--- config.mk ---
export PLATFORM = sky130hd
export DESIGN_NAME = alu_seq_flat
export DESIGN_NICKNAME = d
export VERILOG_FILES = /design/src/rtl/alu_pkg.sv /design/src/rtl/alu_seq_if.sv /design/src/rtl/alu_mul_iter.sv /design/src/rtl/alu_seq.sv /design/src/flat_wrapper.sv
export SDC_FILE = /design/constraint.sdc
export NUM_CORES = 1
export LEC_CHECK = 0
export BUFFER_PORTS_ARGS = -buffer_cell sky130_fd_sc_hd__buf_2
export CAP_MARGIN = 15
export CORE_MARGIN = 1.5
export CORE_UTILIZATION = 53
export CTS_CLUSTER_DIAMETER = 60
export DETAILED_ROUTE_END_ITERATION = 16
export PLACE_DENSITY = 0.73
export SETUP_SLACK_MARGIN = 0.05
export SYNTH_ARGS = -nofsm -noshare
export SYNTH_HDL_FRONTEND = slang
export SYNTH_SLANG_ARGS = --single-unit
--- constraint.sdc ---
create_clock -name clk -period 11 [get_ports clk]
set_input_delay 2.2 -clock clk [delete_from_list [all_inputs] [get_ports clk]]
set_output_delay 2.2 -clock clk [all_outputs]
set_load 0.02 [all_outputs]
--- src/rtl/alu_pkg.sv ---
// Shared opcode encodings and control FSM states for the sequential ALU.
package alu_pkg;

  localparam int unsigned OP_W = 4;

  localparam logic [OP_W-1:0] OP_ADD   = 4'd0;
  localparam logic [OP_W-1:0] OP_SUB   = 4'd1;
  localparam logic [OP_W-1:0] OP_SETLO = 4'd2;
  localparam logic [OP_W-1:0] OP_SETHI = 4'd3;
  localparam logic [OP_W-1:0] OP_ADC   = 4'd4;
  localparam logic [OP_W-1:0] OP_SBB   = 4'd5;
  localparam logic [OP_W-1:0] OP_SHL   = 4'd6;
  localparam logic [OP_W-1:0] OP_SHR   = 4'd7;
  localparam logic [OP_W-1:0] OP_MUL   = 4'd8;
  localparam logic [OP_W-1:0] OP_PASS  = 4'd9;

  typedef enum logic {
    ST_IDLE = 1'b0,
    ST_MUL  = 1'b1
  } state_t;

endpackage

--- src/rtl/alu_seq_if.sv ---
// Request/response bundle between the issuing control FSM and the sequential ALU.
interface alu_seq_if
  import alu_pkg::*;
#(
  parameter int unsigned WIDTH = 8
);

  logic             start;
  logic [OP_W-1:0]  op;
  logic [WIDTH-1:0] operanda;
  logic [WIDTH-1:0] operandb;
  logic             busy;
  logic             done;
  logic [WIDTH-1:0] result;
  logic             flag_z;
  logic             flag_c;
  logic             flag_n;
  logic             flag_v;

  modport master (
    output start, op, operanda, operandb,
    input  busy, done, result, flag_z, flag_c, flag_n, flag_v
  );

  modport slave (
    input  start, op, operanda, operandb,
    output busy, done, result, flag_z, flag_c, flag_n, flag_v
  );

endinterface

--- src/rtl/alu_mul_iter.sv ---
// Iterative shift-add unsigned multiplier: one partial product per cycle, WIDTH cycles.
module alu_mul_iter #(
  parameter int unsigned WIDTH = 8
) (
  input  logic               clk,
  input  logic               reset,
  input  logic               start_i,
  input  logic [WIDTH-1:0]   a_i,
  input  logic [WIDTH-1:0]   b_i,
  output logic               done_o,
  output logic [2*WIDTH-1:0] prod_o
);

  localparam int unsigned CW = $clog2(WIDTH) + 1;

  logic               run_q,   run_d;
  logic [CW-1:0]      cnt_q,   cnt_d;
  logic [WIDTH-1:0]   mcand_q, mcand_d;
  logic [2*WIDTH-1:0] prod_q,  prod_d;

  logic [WIDTH:0]     step_sum;
  logic [2*WIDTH-1:0] prod_next;
  logic               last;

  // Upper half accumulates; lower half holds the remaining multiplier bits,
  // so the product shifts in from the top as the multiplier shifts out.
  always_comb begin
    step_sum  = {1'b0, prod_q[2*WIDTH-1:WIDTH]} + (prod_q[0] ? {1'b0, mcand_q} : '0);
    prod_next = {step_sum, prod_q[WIDTH-1:1]};
    last      = run_q && (cnt_q == CW'(WIDTH - 1));
  end

  assign done_o = last;
  assign prod_o = prod_next;

  always_comb begin
    run_d   = run_q;
    cnt_d   = cnt_q;
    mcand_d = mcand_q;
    prod_d  = prod_q;
    if (start_i) begin
      run_d   = 1'b1;
      cnt_d   = '0;
      mcand_d = b_i;
      prod_d  = {{WIDTH{1'b0}}, a_i};
    end else if (run_q) begin
      prod_d = prod_next;
      if (last) begin
        run_d = 1'b0;
        cnt_d = '0;
      end else begin
        cnt_d = cnt_q + 1'b1;
      end
    end
  end

  always_ff @(posedge clk) begin
    if (reset) begin
      run_q   <= 1'b0;
      cnt_q   <= '0;
      mcand_q <= '0;
      prod_q  <= '0;
    end else begin
      run_q   <= run_d;
      cnt_q   <= cnt_d;
      mcand_q <= mcand_d;
      prod_q  <= prod_d;
    end
  end

endmodule

--- src/rtl/alu_seq.sv ---
// Registered WIDTH-bit ALU with persistent flags, start/busy/done handshake
// and an optional multi-cycle multiplier.
module alu_seq
  import alu_pkg::*;
#(
  parameter int unsigned WIDTH  = 8,
  parameter bit          MUL_EN = 1'b1
) (
  input  logic     clk,
  input  logic     reset,
  alu_seq_if.slave bus
);

  localparam int unsigned HALF = WIDTH / 2;

  state_t           state_q,  state_d;
  logic             done_q,   done_d;
  logic [WIDTH-1:0] result_q, result_d;
  logic             z_q, z_d, c_q, c_d, n_q, n_d, v_q, v_d;

  logic [WIDTH-1:0]   op_a, op_b;
  logic               is_mul;
  logic               mul_start;
  logic               mul_done;
  logic [2*WIDTH-1:0] mul_prod;

  logic [WIDTH:0]     sum;
  logic [WIDTH-1:0]   alu_res;
  logic               alu_c, alu_v;

  assign op_a   = bus.operanda;
  assign op_b   = bus.operandb;
  assign is_mul = MUL_EN && (bus.op == OP_MUL);

  always_comb begin
    sum     = '0;
    alu_res = op_a;
    alu_c   = c_q;
    alu_v   = 1'b0;
    case (bus.op)
      OP_ADD, OP_ADC: begin
        sum     = {1'b0, op_a} + {1'b0, op_b}
                + ((bus.op == OP_ADC) ? {{WIDTH{1'b0}}, c_q} : '0);
        alu_res = sum[WIDTH-1:0];
        alu_c   = sum[WIDTH];
        alu_v   = (op_a[WIDTH-1] == op_b[WIDTH-1]) && (sum[WIDTH-1] != op_a[WIDTH-1]);
      end
      OP_SUB, OP_SBB: begin
        // Bit WIDTH of the extended difference is the borrow out.
        sum     = {1'b0, op_a} - {1'b0, op_b}
                - ((bus.op == OP_SBB) ? {{WIDTH{1'b0}}, c_q} : '0);
        alu_res = sum[WIDTH-1:0];
        alu_c   = sum[WIDTH];
        alu_v   = (op_a[WIDTH-1] != op_b[WIDTH-1]) && (sum[WIDTH-1] != op_a[WIDTH-1]);
      end
      OP_SETLO: alu_res = {op_a[WIDTH-1:HALF], op_b[HALF-1:0]};
      OP_SETHI: alu_res = {op_b[HALF-1:0], op_a[HALF-1:0]};
      OP_SHL: begin
        alu_res = {op_a[WIDTH-2:0], 1'b0};
        alu_c   = op_a[WIDTH-1];
      end
      OP_SHR: begin
        alu_res = {1'b0, op_a[WIDTH-1:1]};
        alu_c   = op_a[0];
      end
      default: alu_res = op_a;
    endcase
  end

  if (MUL_EN) begin : g_mul
    alu_mul_iter #(.WIDTH(WIDTH)) u_mul (
      .clk     (clk),
      .reset   (reset),
      .start_i (mul_start),
      .a_i     (op_a),
      .b_i     (op_b),
      .done_o  (mul_done),
      .prod_o  (mul_prod)
    );
  end else begin : g_nomul
    assign mul_done = 1'b0;
    assign mul_prod = '0;
  end

  always_comb begin
    state_d   = state_q;
    done_d    = 1'b0;
    result_d  = result_q;
    z_d       = z_q;
    c_d       = c_q;
    n_d       = n_q;
    v_d       = v_q;
    mul_start = 1'b0;
    case (state_q)
      ST_IDLE: begin
        if (bus.start) begin
          if (is_mul) begin
            mul_start = 1'b1;
            state_d   = ST_MUL;
          end else begin
            result_d = alu_res;
            z_d      = (alu_res == '0);
            c_d      = alu_c;
            n_d      = alu_res[WIDTH-1];
            v_d      = alu_v;
            done_d   = 1'b1;
          end
        end
      end
      ST_MUL: begin
        if (mul_done) begin
          result_d = mul_prod[WIDTH-1:0];
          z_d      = (mul_prod[WIDTH-1:0] == '0);
          c_d      = |mul_prod[2*WIDTH-1:WIDTH];
          n_d      = mul_prod[WIDTH-1];
          v_d      = 1'b0;
          done_d   = 1'b1;
          state_d  = ST_IDLE;
        end
      end
      default: state_d = ST_IDLE;
    endcase
  end

  always_ff @(posedge clk) begin
    if (reset) begin
      state_q  <= ST_IDLE;
      done_q   <= 1'b0;
      result_q <= '0;
      z_q      <= 1'b0;
      c_q      <= 1'b0;
      n_q      <= 1'b0;
      v_q      <= 1'b0;
    end else begin
      state_q  <= state_d;
      done_q   <= done_d;
      result_q <= result_d;
      z_q      <= z_d;
      c_q      <= c_d;
      n_q      <= n_d;
      v_q      <= v_d;
    end
  end

  assign bus.busy   = (state_q == ST_MUL);
  assign bus.done   = done_q;
  assign bus.result = result_q;
  assign bus.flag_z = z_q;
  assign bus.flag_c = c_q;
  assign bus.flag_n = n_q;
  assign bus.flag_v = v_q;

endmodule
--- src/flat_wrapper.sv ---
// flat-port wrapper written by rule: the top's interface ports become plain ports
module alu_seq_flat import alu_pkg::*;
#(
  parameter int unsigned WIDTH  = 8,
  parameter bit          MUL_EN = 1'b1
)
  (clk, reset, bus_start, bus_op, bus_operanda, bus_operandb, bus_busy, bus_done, bus_result, bus_flag_z, bus_flag_c, bus_flag_n, bus_flag_v);
  alu_seq_if #(.WIDTH(WIDTH)) bus_i ();
  input  logic clk;
  input  logic reset;
  input wire logic [$bits(bus_i.start)-1:0] bus_start;
  input wire logic [$bits(bus_i.op)-1:0] bus_op;
  input wire logic [$bits(bus_i.operanda)-1:0] bus_operanda;
  input wire logic [$bits(bus_i.operandb)-1:0] bus_operandb;
  output wire logic [$bits(bus_i.busy)-1:0] bus_busy;
  output wire logic [$bits(bus_i.done)-1:0] bus_done;
  output wire logic [$bits(bus_i.result)-1:0] bus_result;
  output wire logic [$bits(bus_i.flag_z)-1:0] bus_flag_z;
  output wire logic [$bits(bus_i.flag_c)-1:0] bus_flag_c;
  output wire logic [$bits(bus_i.flag_n)-1:0] bus_flag_n;
  output wire logic [$bits(bus_i.flag_v)-1:0] bus_flag_v;
  assign bus_i.start = bus_start;
  assign bus_i.op = bus_op;
  assign bus_i.operanda = bus_operanda;
  assign bus_i.operandb = bus_operandb;
  assign bus_busy = bus_i.busy;
  assign bus_done = bus_i.done;
  assign bus_result = bus_i.result;
  assign bus_flag_z = bus_i.flag_z;
  assign bus_flag_c = bus_i.flag_c;
  assign bus_flag_n = bus_i.flag_n;
  assign bus_flag_v = bus_i.flag_v;
  alu_seq #(.WIDTH(WIDTH), .MUL_EN(MUL_EN)) u_core (.clk(clk), .reset(reset), .bus(bus_i));
endmodule
# Yosys cells after proc, flatten, opt, wreduce, memory -nomap -nowiden
# Index checks and enable logic that the tools add are counted.
[totals]
reg_bits = 43
output_inout_bits = 14
elab_cells = 89
[classes]
add_sub_neg = 6
eq_ne = 17
mux = 40
n_bitwise = 1
n_reduce_logical = 13
[op_table]
columns = ["op", "count"]
rows = [
  ["two-way mux 8 bit", 6],
  ["case mux 8 bit (6 select lines)", 1],
  ["two-way mux 1 bit", 23],
  ["equality test 4 x 3 -> 1 bit, second input constant", 5],
  ["adder 8 x 8 -> 9 bit", 2],
  ["logical NOT 8 bit", 2],
  ["case mux 8 bit (2 select lines)", 1],
  ["case mux 1 bit (2 select lines)", 7],
  ["adder 9 bit", 1],
  ["subtractor 8 x 8 -> 9 bit", 1],
  ["subtractor 9 bit", 1],
  ["equality test 4 x 2 -> 1 bit, second input constant", 2],
  ["OR reduction 8 bit", 1],
  ["inequality test 2 bit, second input constant", 3],
  ["OR reduction 2 bit", 3],
  ["inequality test 5 bit, second input constant", 1],
  ["adder 4 x 1 -> 4 bit, second input constant", 1],
  ["equality test 4 x 1 -> 1 bit, second input constant", 1],
  ["equality test 4 bit, second input constant", 1],
  ["logical NOT 4 bit", 1],
  ["two-way mux 4 bit", 1],
  ["case mux 1 bit (4 select lines)", 1],
  ["AND reduction 4 bit", 1],
  ["logical AND 1 bit", 3],
  ["5 further kinds", 7],
]

# Logic depth before layout (Yosys ltp)
# Gate-level depths: netlist of the first run.
[logic_depth]
ltp_word = 9
ltp_mapped = 14
mapped_depth_nobuf = 13

# Hierarchy
# A second synthesis of the first run with hierarchy kept.
[hier_totals]
hier_cells = 455
hier_area_um2 = 3633.5
[modules_own_cells]
columns = ["mod", "n_inst", "cells_each", "area_each_um2", "seq_area_each_um2"]
rows = [
  ["alu_seq", 1, 267, 1936.9, 260.2],
  ["alu_mul_iter", 1, 188, 1696.6, 580.6],
]

# Worst setup path after synthesis of the first run
# No wires, ideal clock.
[synth_path]
kind = "input to register"
startpoint = "input port bus_op[1]"
endpoint = "register u_core.z_q (netlist: u_core.bus.flag_z)"
setup_time_ns = 0.096
arrival_time_ns = 5.331
t_required_ns = 10.904
setup_slack_ns = 5.573
stages = 13
cell_sequence = "buf_2 -> nand2b_1 -> nor2_1 -> nand3_1 -> fa_1 -> fa_1 -> mux2i_1 -> xor2_1 -> nor3_1 -> a221o_1 -> or4_1 -> or3_1 -> o41ai_2"
[synth_via]
elab_chain_len = 8
[synth_lines]
columns = ["item", "line_no", "rtl"]
rows = [
  ["start: declaration", "flat_wrapper.sv:12", "input wire logic [$bits(bus_i.op)-1:0] bus_op;"],
  ["equality test 4 x 3 -> 1 bit, on equally long branches", "alu_seq.sv:40, alu_seq.sv:51, alu_seq.sv:43", ""],
  ["two-way mux 1 bit, on equally long branches", "alu_seq.sv:51, alu_seq.sv:43", ""],
  ["subtractor 9 bit or adder 9 bit (tied branches)", "alu_seq.sv:51, alu_seq.sv:43", ""],
  ["case mux 8 bit (6 select lines)", "alu_seq.sv:40", "case (bus.op)"],
  ["logical NOT 8 bit", "alu_seq.sv:102", "z_d = (alu_res == '0);"],
  ["two-way mux 1 bit", "alu_seq.sv:97", "if (is_mul) begin"],
  ["two-way mux 1 bit", "alu_seq.sv:96", "if (bus.start) begin"],
  ["case mux 1 bit (2 select lines)", "alu_seq.sv:94", "case (state_q)"],
  ["end signal: assignment", "alu_seq.sv:138", "z_q <= z_d;"],
  ["end: declaration", "alu_seq.sv:19", "logic z_q, z_d, c_q, c_d, n_q, n_d, v_q, v_d;"],
]
# Several ways; a longest one is shown, not always the timed one. The select of a mux whose other input is x is not followed.
# A chain may end at the register's enable or synchronous reset.

# Final worst setup path of the first run
[layout_path]
startpoint = "input port bus_op[0]"
endpoint = "register u_core.z_q (netlist: u_core.bus.flag_z)"
# The elaborated chain is that of the path after synthesis.

==> results of run 1 <==
[worst min-delay path, cell delays in order (launching register included)]
cell and delay (ns):
dfxtp_1 0.31, nand3_1 0.05, o21ai_0 0.06
[synthesized netlist by cell type, types with 5 or more instances]
cell type  instances
ha_1              30
nor2b_1            7
mux2i_1           30
or3_1              6
nor3_1             6
nor4_1             5
inv_1             35
nor2_1            53
and2_1             9
o21a_1             6
fa_1               5
o21ai_0           21
nand2_1           21
a21oi_1           20
dfxtp_1           42
clkbuf_1          17
nand3_1            9
xnor2_1           11
o31ai_1            5
nand2b_1           7
a221oi_1           5
a211oi_1          13
[registers in the layout, summed over array words and instances, names as in the netlist]
register and flops:
u_core.g_mul.u_mul.cnt_q 4, u_core.g_mul.u_mul.mcand_q 8, u_core.bus.flag_v 1, u_core.bus.done 1
u_core.bus.flag_z 1, u_core.g_mul.u_mul.run_q 1, u_core.bus.busy 1, u_core.bus.result 8
u_core.bus.flag_c 1, u_core.g_mul.u_mul.prod_q 16
[metal layers]
layer  GRT usage  routed length (um)  up-vias
li1            -                   -     1612
met1      0.3647                4180     1520
met2      0.4127                3865      132
met3     0.03736                 590        8
met4     0.05132                  82        0
met5           0                   0        -
[power breakdown]
part	total (mW)	switching (mW)	internal [mW]
sequential	0.159	0.00289	0.157
combinational	0.110	0.0665	0.0438
clock	0.0981	0.0533	0.0448
[path summary, 6_finish.rpt]
| check | slack, ns | to |
|---|---|---|
| worst min-delay path | 0.47 | u_core.bus.result[4]$_SDFFE_PP0P_ |
| worst max-delay path | 5.26 | u_core.bus.flag_z$_SDFFE_PP0P_ |
| worst max register to register | 7.83 | u_core.bus.flag_z$_SDFFE_PP0P_ |
| worst min register to register | 0.47 | u_core.bus.result[4]$_SDFFE_PP0P_ |
[layout make-up]
cell class / count / area share
Clock buffer: 6 / 0.01900
Clock inverter: 2 / 0.003604
Inverter: 37 / 0.03637
Multi-Input combinational cell: 334 / 0.6425
Sequential cell: 42 / 0.2202
Tap cell: 77 / 0.02523
Timing Repair Buffer: 39 / 0.05308
[logic make-up after synthesis]
family | share of synthesized area
AOI/OAI and AO/OA | 0.2219
adders and majority gates | 0.1343
DFF | 0.2375
xor gates and xnor gates | 0.03710
and+or+nand+nor | 0.2085
buffers and inverters | 0.06961
muxes | 0.09117
[metrics by stage]
stage	instance area (um^2)	instances	worst slack, ns	hold slack [ns]
2_1_floorplan	3541	437	5.573	0.4468
6_report	3819	537	5.257	0.4701
3_5_place_dp	3732	529	5.025	0.4565
3_3_place_gp	3732	529	5.105	0.4371
4_1_cts	3819	537	5.313	0.4751
5_1_grt	3819	537	4.944	0.5047
==> results.toml, run 1 <==
[worst_setup_path]
worstPathRequired_ns = 11.21
crit_path_start = "bus_op[0]"
cp.depth = 13
slowest_delay_ns = 0.48
critical_path_class = "input port to flop"
worst-r2r-cell-count = 10
crit_family = "simple AND/OR/NAND/NOR gates"
r2r_start = "u_core.bus.flag_c$_SDFFE_PP0P_"
path_common_cell = "fa_1"
cp_cell_sequence = "buf_2 > nand2b_1 > nor2_1 > nand3_1 > fa_1 > fa_1 > mux2i_1 > xor2_1 > nor3_1 > a221o_1 > or4_1 > or3_1 > o41ai_2"
worst-path-buf-inv = 1
crit_slowest_cell = "or4_1"
critPathCaptureType = "flop"
critPathArrivalTime_ns = 5.95
path_max_fanout = 28
worst_setup_path_start_kind = "input port"

[grt]
antenna_found_initial = 0
grt_pass1_wl_um = 14860
grt_pass1_vias = 3097
grt_max_degree = 30
grt_remaining_overflow = 0
track_usage = 0.2555

[yosys]
syn_area_per_cell_um2 = 8.103
yosysUniqueCellTypes = 67
synth_enable_flop_cells = 0
yosys-top-cells-area = "dfxtp_1 24%, ha_1 11%, mux2i_1 8.5%, nor2_1 5.6%, inv_1 3.7%"
synth_top_area_share = 0.2375
synthCells = 437
synth_nets = 495
netlist_area_mm2 = 0.003541
synth-seq-cells = 42
ys_warn_count = 0
yosysTopAreaCell = "dfxtp_1"
yosysSeqAreaShare = 0.2375
ys_async_sr_fraction = 0
synthFlopType = "dfxtp_1"

[timing]
finalHoldViolations = 0
slew_headroom = 0.4176
clock.fmax_ghz = 0.1741
tightest_slew_ns = 0.8709
clock_skew_ns = 0.01189
tns_ns = 0
rsz0062_at_grt = "false"
drv_slew = 0
min_period_over_period = 0.5220
finalSetupViolCount = 0
fin_crit_ns = 5.743

[cts]
cts_made_buffers = 5
cts_tree = "built"
post_cts_resized = 0
clk_pin_slew_ns = 0.08
cts_buffer_depth = 2
clk_latency_ns = 0.29
cts_setup_buffers = 0
postCtsHoldBufs = 0
cts_sinks = 42
cts_max_level = 2
cts-root-buf = "clkbuf_8"

[die]
ios = 37
fp.dieW_um = 84.74
die_h_um = 84.74
rows = 29
dieArea_mm2 = 0.007180
start_util = 0.5545
core_region_area_mm2 = 0.006386

[final_layout]
fillers = 622
multi_input_area_mm2 = 0.002454
num_antenna_cells = 0
post-route-util = 0.5980
syn_to_final_growth_pct = 7.844
drive_above_1_share = 0.1304
ff_latch_area_um2 = 840.8
num-nets-final = 517
final_cell_mix = "53 x nor2_1, 42 x dfxtp_1, 36 x buf_2"
final_common_cell = "nor2_1"

[pwr]
cellLeakagePower_nw = 1.706
power.density_mw_per_mm2 = 96.32
power_mw = 0.3678
irDropWorstVdd_v = 0.00007994

[drt]
dr.pass1.iters = 5
avgRoutedWirePerCell_um = 16.24
final_antenna_net_count = 0
drc_errors = 0
wl_um = 8719
vias = 3272
via_per_inst = 6.093
drtIter0Drc = 248

[outcome]
status = "finished, final reports clean"

[placement]
portBuffers = 36
gp_congestion = 0.9708
hpwl_um = 6736

[run]
cap_viol_max_count = 0

[min_path]
hold_class = "flop to flop"
worstHoldPathCells = 2
hp-start = "u_core.bus.result[4]$_SDFFE_PP0P_"
No activity file was read; power rests on OpenSTA's default activity.
==> inputs of run 2 (changes only) <==
--- a/config.mk
+++ b/config.mk
@@ -11,7 +11,7 @@
 export CORE_UTILIZATION = 53
 export CTS_CLUSTER_DIAMETER = 60
 export DETAILED_ROUTE_END_ITERATION = 16
-export PLACE_DENSITY = 0.73
+export PLACE_DENSITY = 0.76
 export SETUP_SLACK_MARGIN = 0.05
 export SYNTH_ARGS = -nofsm -noshare
 export SYNTH_HDL_FRONTEND = slang
==> constraint.sdc (replaced) <==
create_clock -name clk -period 4.7 [get_ports clk]
set_input_delay 0.94 -clock clk [delete_from_list [all_inputs] [get_ports clk]]
set_output_delay 0.94 -clock clk [all_outputs]
set_load 0.02 [all_outputs]
==> results.toml, run 2 (synthesis gave the netlist of run 1 again) <==
[outcome]
status = "finished, final reports clean"

[final_layout]
drive_above_1_share = 0.1379
final_common_cell = "nor2_1"
num-nets-final = 521
largest_register = "u_core.g_mul.u_mul.prod_q"
num_antenna_cells = 0
final_cell_mix = "53 x nor2_1, 42 x dfxtp_1, 36 x buf_2"
fin_area_mm2 = 0.003849
fillers = 568
syn_to_final_growth_pct = 8.693
largest_reg_flops = 16

[cts]
cts_buffer_depth = 2
cts_setup_buffers = 0
cts_sinks = 42
post_cts_resized = 0
postCtsHoldBufs = 0
cts_made_buffers = 5
clk_pin_slew_ns = 0.09
clk_latency_ns = 0.31
cts-root-buf = "clkbuf_8"
cts_tree = "built"
cts_max_level = 2

[worst_setup_path]
crit_path_start = "bus_op[0]"
r2r_start = "u_core.bus.flag_c$_SDFFE_PP0P_"
critPathArrivalTime_ns = 4.21
critical_path_class = "input port to flop"
worst_setup_path_start_kind = "input port"
worstReg2RegEnd = "u_core.bus.flag_z$_SDFFE_PP0P_"
crit_end = "u_core.bus.flag_z$_SDFFE_PP0P_"
critPathCaptureType = "flop"
path_max_fanout = 13
worst-r2r-cell-count = 10
worstPathRequired_ns = 4.91
rrSetupSlack_ns = 1.45

[die]
dieArea_mm2 = 0.007180
start_util = 0.5545
ios = 37
fp.dieW_um = 84.74
rows = 29
core_region_area_mm2 = 0.006386
die_h_um = 84.74

[placement]
placed_area_mm2 = 0.003762
portBuffers = 36
hpwl_um = 6993
gp_congestion = 0.9385

[grt]
track_usage = 0.2606
grt_pass1_wl_um = 14990
antenna_found_initial = 0
grt_pass1_vias = 3106
grt_max_degree = 30
grt_remaining_overflow = 0

[timing]
tightest_slew_ns = 0.8041
slew_headroom = 0.4622
min_period_over_period = 0.8513
clock.fmax_ghz = 0.2499
fin_crit_ns = 4.001
finalSetupViolCount = 0
drv_slew = 0
rsz0062_at_grt = "false"
tns_ns = 0
finalHoldViolations = 0
clock_skew_ns = 0.01107

[run]
cap_viol_max_count = 0

[pwr]
irDropWorstVdd_v = 0.0001808
cellLeakagePower_nw = 1.725
power.density_mw_per_mm2 = 226.0

[drt]
drtIter0Drc = 262
final_antenna_net_count = 0
avgRoutedWirePerCell_um = 16.80
drc_errors = 0
vias = 3334
dr.pass1.iters = 6
via_per_inst = 6.163
wl_um = 9089

[min_path]
hold_class = "flop to flop"
## run 2: critical path, cell delays in order
cell and delay [ns]:
buf_2 0.21, nand2b_1 0.17, nor2_1 0.16, nand3_1 0.11, fa_1 0.42, fa_1 0.40, mux2i_1 0.19, xor2_1 0.22
nor3_1 0.07, a221o_1 0.29, or4_1 0.50, or3_1 0.33, o41ai_2 0.21
## run 2: metal layers
metal / vias up / routed length, um / track usage
met5: - / 0 / 0
met4: 0 / 161 / 0.07185
met3: 16 / 507 / 0.04326
met2: 118 / 4172 / 0.4113
met1: 1580 / 4248 / 0.3687
li1: 1620 / - / -
## run 2: how the worst min path moves through the flow
stage                                               start                                    endpoint  slack, ns  cells after the start
2_1_floorplan  u_core.g_mul.u_mul.mcand_q[0]$_SDFFE_PP0P_  u_core.g_mul.u_mul.mcand_q[0]$_SDFFE_PP0P_       0.45                      2
3_3_place_gp            u_core.bus.result[0]$_SDFFE_PP0P_           u_core.bus.result[0]$_SDFFE_PP0P_       0.44                      2
3_5_place_dp            u_core.bus.result[0]$_SDFFE_PP0P_           u_core.bus.result[0]$_SDFFE_PP0P_       0.46                      2
4_1_cts                 u_core.bus.result[0]$_SDFFE_PP0P_           u_core.bus.result[0]$_SDFFE_PP0P_       0.47                      2
5_1_grt                 u_core.bus.result[7]$_SDFFE_PP0P_           u_core.bus.result[7]$_SDFFE_PP0P_       0.49                      2
6_report                u_core.bus.result[0]$_SDFFE_PP0P_           u_core.bus.result[0]$_SDFFE_PP0P_       0.46                      2
## run 2: report_power, final
part	internal (mW)	switching [mW]	total [mW]
registers	0.366	0.00800	0.374
logic	0.105	0.157	0.262
clock network	0.105	0.129	0.234
total	0.576	0.294	0.870
## run 2: cell type report
class | count | area, um^2 | area share
Inverter | 37 | 138.9 | 0.03609
Tap cell | 77 | 96.34 | 0.02503
Clock inverter | 2 | 13.76 | 0.003576
Multi-Input combinational cell | 334 | 2454 | 0.6375
Sequential cell | 42 | 840.8 | 0.2185
Timing Repair Buffer | 43 | 232.7 | 0.06047
Clock buffer | 6 | 72.57 | 0.01886
## run 2: metrics by stage
| stage | cells | setup slack, ns | total power [mW] | hold WS [ns] | utilization |
|---|---|---|---|---|---|
| floorplan | 437 | 0.5331 | 0.5663 | 0.4468 | - |
| global placement | 533 | 0.5733 | 0.6363 | 0.4352 | 0.5891 |
| detailed placement | 533 | 0.4338 | 0.6398 | 0.4553 | 0.5891 |
| CTS | 541 | 0.7437 | 0.8702 | 0.4653 | 0.6027 |
| global route | 541 | 0.4841 | 0.9175 | 0.4927 | 0.6027 |
| finish | 541 | 0.6988 | 0.8697 | 0.4567 | 0.6027 |
==> inputs of run 3 (changes only) <==
--- a/config.mk
+++ b/config.mk
@@ -7,11 +7,13 @@
 export LEC_CHECK = 0
 export BUFFER_PORTS_ARGS = -buffer_cell sky130_fd_sc_hd__buf_2
 export CAP_MARGIN = 15
+export CELL_PAD_IN_SITES_DETAIL_PLACEMENT = 0
+export CELL_PAD_IN_SITES_GLOBAL_PLACEMENT = 1
 export CORE_MARGIN = 1.5
-export CORE_UTILIZATION = 53
+export CORE_UTILIZATION = 40
 export CTS_CLUSTER_DIAMETER = 60
 export DETAILED_ROUTE_END_ITERATION = 16
-export PLACE_DENSITY = 0.76
+export PLACE_DENSITY_LB_ADDON = 0.1
 export SETUP_SLACK_MARGIN = 0.05
 export SYNTH_ARGS = -nofsm -noshare
 export SYNTH_HDL_FRONTEND = slang
==> results.toml, run 3 (synthesis gave the netlist of run 1 again) <==
[die]
rows = 34
dieArea_mm2 = 0.009426
fp.dieW_um = 97.09
ios = 37
die_h_um = 97.09
start_util = 0.4100
core_region_area_mm2 = 0.008636

[worst_setup_path]
worstPathRequired_ns = 4.91
crit_slowest_cell = "or4_1"
slowest_delay_ns = 0.48
path_max_fanout = 4
path_common_cell = "fa_1"
cp_cell_sequence = "buf_2 > nand2b_1 > nor2_1 > nand3_1 > fa_1 > fa_1 > mux2i_1 > xor2_1 > nor3_1 > a221o_1 > or4_1 > or3_1 > o41ai_2"
critPathCaptureType = "flop"
worst-path-buf-inv = 1
crit_family = "simple AND/OR/NAND/NOR gates"
critical_path_class = "input port to flop"
critPathArrivalTime_ns = 4.08
worst_setup_path_start_kind = "input port"

[drt]
dr.pass1.iters = 4
drtIter0Drc = 229
via_per_inst = 5.640
final_antenna_net_count = 0
drc_errors = 0
avgRoutedWirePerCell_um = 16.82
wl_um = 9621
vias = 3226

[final_layout]
fillers = 881
multi_input_area_mm2 = 0.002454
final_common_cell = "nor2_1"
largest_reg_flops = 16
final_cell_mix = "53 x nor2_1, 42 x dfxtp_1, 36 x buf_2"
ff_latch_area_um2 = 840.8
syn_to_final_growth_pct = 9.788
post-route-util = 0.4502
num-nets-final = 521
drive_above_1_share = 0.1379
num_antenna_cells = 0
largest_register = "u_core.g_mul.u_mul.prod_q"

[cts]
cts_made_buffers = 5
cts_tree = "built"
cts-root-buf = "clkbuf_8"
clk_latency_ns = 0.29
cts_buffer_depth = 2
cts_max_level = 2
cts_setup_buffers = 0
post_cts_resized = 0
postCtsHoldBufs = 0
clk_pin_slew_ns = 0.09
cts_sinks = 42

[placement]
post-place-ws_ns = 0.5159
hpwl_um = 7331
gp_congestion = 0.8887
portBuffers = 36

[grt]
grt_pass1_vias = 3111
grt_max_degree = 30
grt_remaining_overflow = 0
grt_pass1_wl_um = 16010
antenna_found_initial = 0
track_usage = 0.2104

[timing]
setup_slack_ns = 0.8232
slew_headroom = 0.4145
min_period_over_period = 0.8249
finalHoldViolations = 0
clock.fmax_ghz = 0.2579
fin_crit_ns = 3.877
tightest_slew_ns = 0.8754
finalSetupViolCount = 0
tns_ns = 0
rsz0062_at_grt = "false"
drv_slew = 0
clock_skew_ns = 0.01099

[pwr]
switchingPower_mw = 0.2962
p_comb_frac = 0.303
irDropWorstVdd_v = 0.0001072
clkPwrFrac = 0.269
cellLeakagePower_nw = 1.726
seqPwrFrac = 0.427
power.density_mw_per_mm2 = 224.3
p_int_mw = 0.5758
switching_share = 0.3397

[run]
cap_viol_max_count = 0

[min_path]
hold_class = "flop to flop"

[outcome]
status = "finished, final reports clean"
run 3: cell counts in the layout (fill, tap and decap cells not counted):
No cell type changed its count.
run 3: final cells by class:
| type | count | share of cell area |
|---|---|---|
| well taps | 108 | 0.03476 |
| flip-flops and latches | 42 | 0.2163 |
| clock inverters | 2 | 0.003540 |
| clock buffers | 6 | 0.01867 |
| inverters | 37 | 0.03573 |
| multi-input cells | 334 | 0.6312 |
| repair buffers | 43 | 0.05986 |
run 3: metal layers:
metal | part of all wire | vias to the layer above | track usage
met5 | 0 | - | 0
met4 | 0.020 | 0 | 0.05686
met3 | 0.042 | 16 | 0.04317
met2 | 0.44 | 72 | 0.3233
met1 | 0.50 | 1521 | 0.2992
li1 | - | 1617 | -
run 3: metrics by stage:
step	instances	total power, mW	area [um^2]	hold WS (ns)
3_3_place_gp	564	0.6443	3801	0.4401
4_1_cts	572	0.8822	3887	0.4534
3_5_place_dp	564	0.6441	3801	0.4427
5_1_grt	572	0.9291	3887	0.4812
2_1_floorplan	437	0.5663	3541	0.4468
6_report	572	0.8719	3887	0.4534
run 3: final timing paths:
check	start	endpoint	slack (ns)	cells past startpoint
min	u_core.bus.result[0]$_SDFFE_PP0P_	u_core.bus.result[0]$_SDFFE_PP0P_	0.45	2
max reg2reg	u_core.bus.flag_c$_SDFFE_PP0P_	u_core.bus.flag_z$_SDFFE_PP0P_	1.52	10
max	bus_op[1]	u_core.bus.flag_z$_SDFFE_PP0P_	0.82	13
min reg2reg	u_core.bus.result[0]$_SDFFE_PP0P_	u_core.bus.result[0]$_SDFFE_PP0P_	0.45	2
run 3: worst min-delay path: stages (launching register included):
cell and delay, ns:
dfxtp_1 0.31, nand2_1 0.05, a21oi_1 0.05
run 3: power by group through the flow:
stage                     registers, mW  clock network (mW)  logic [mW]
after floorplan                   0.389                   0       0.177
after global placement            0.381                   0       0.263
after detailed placement          0.381                   0       0.263
after CTS                         0.373               0.245       0.264
after global routing              0.374               0.260       0.295
final                             0.373               0.235       0.265
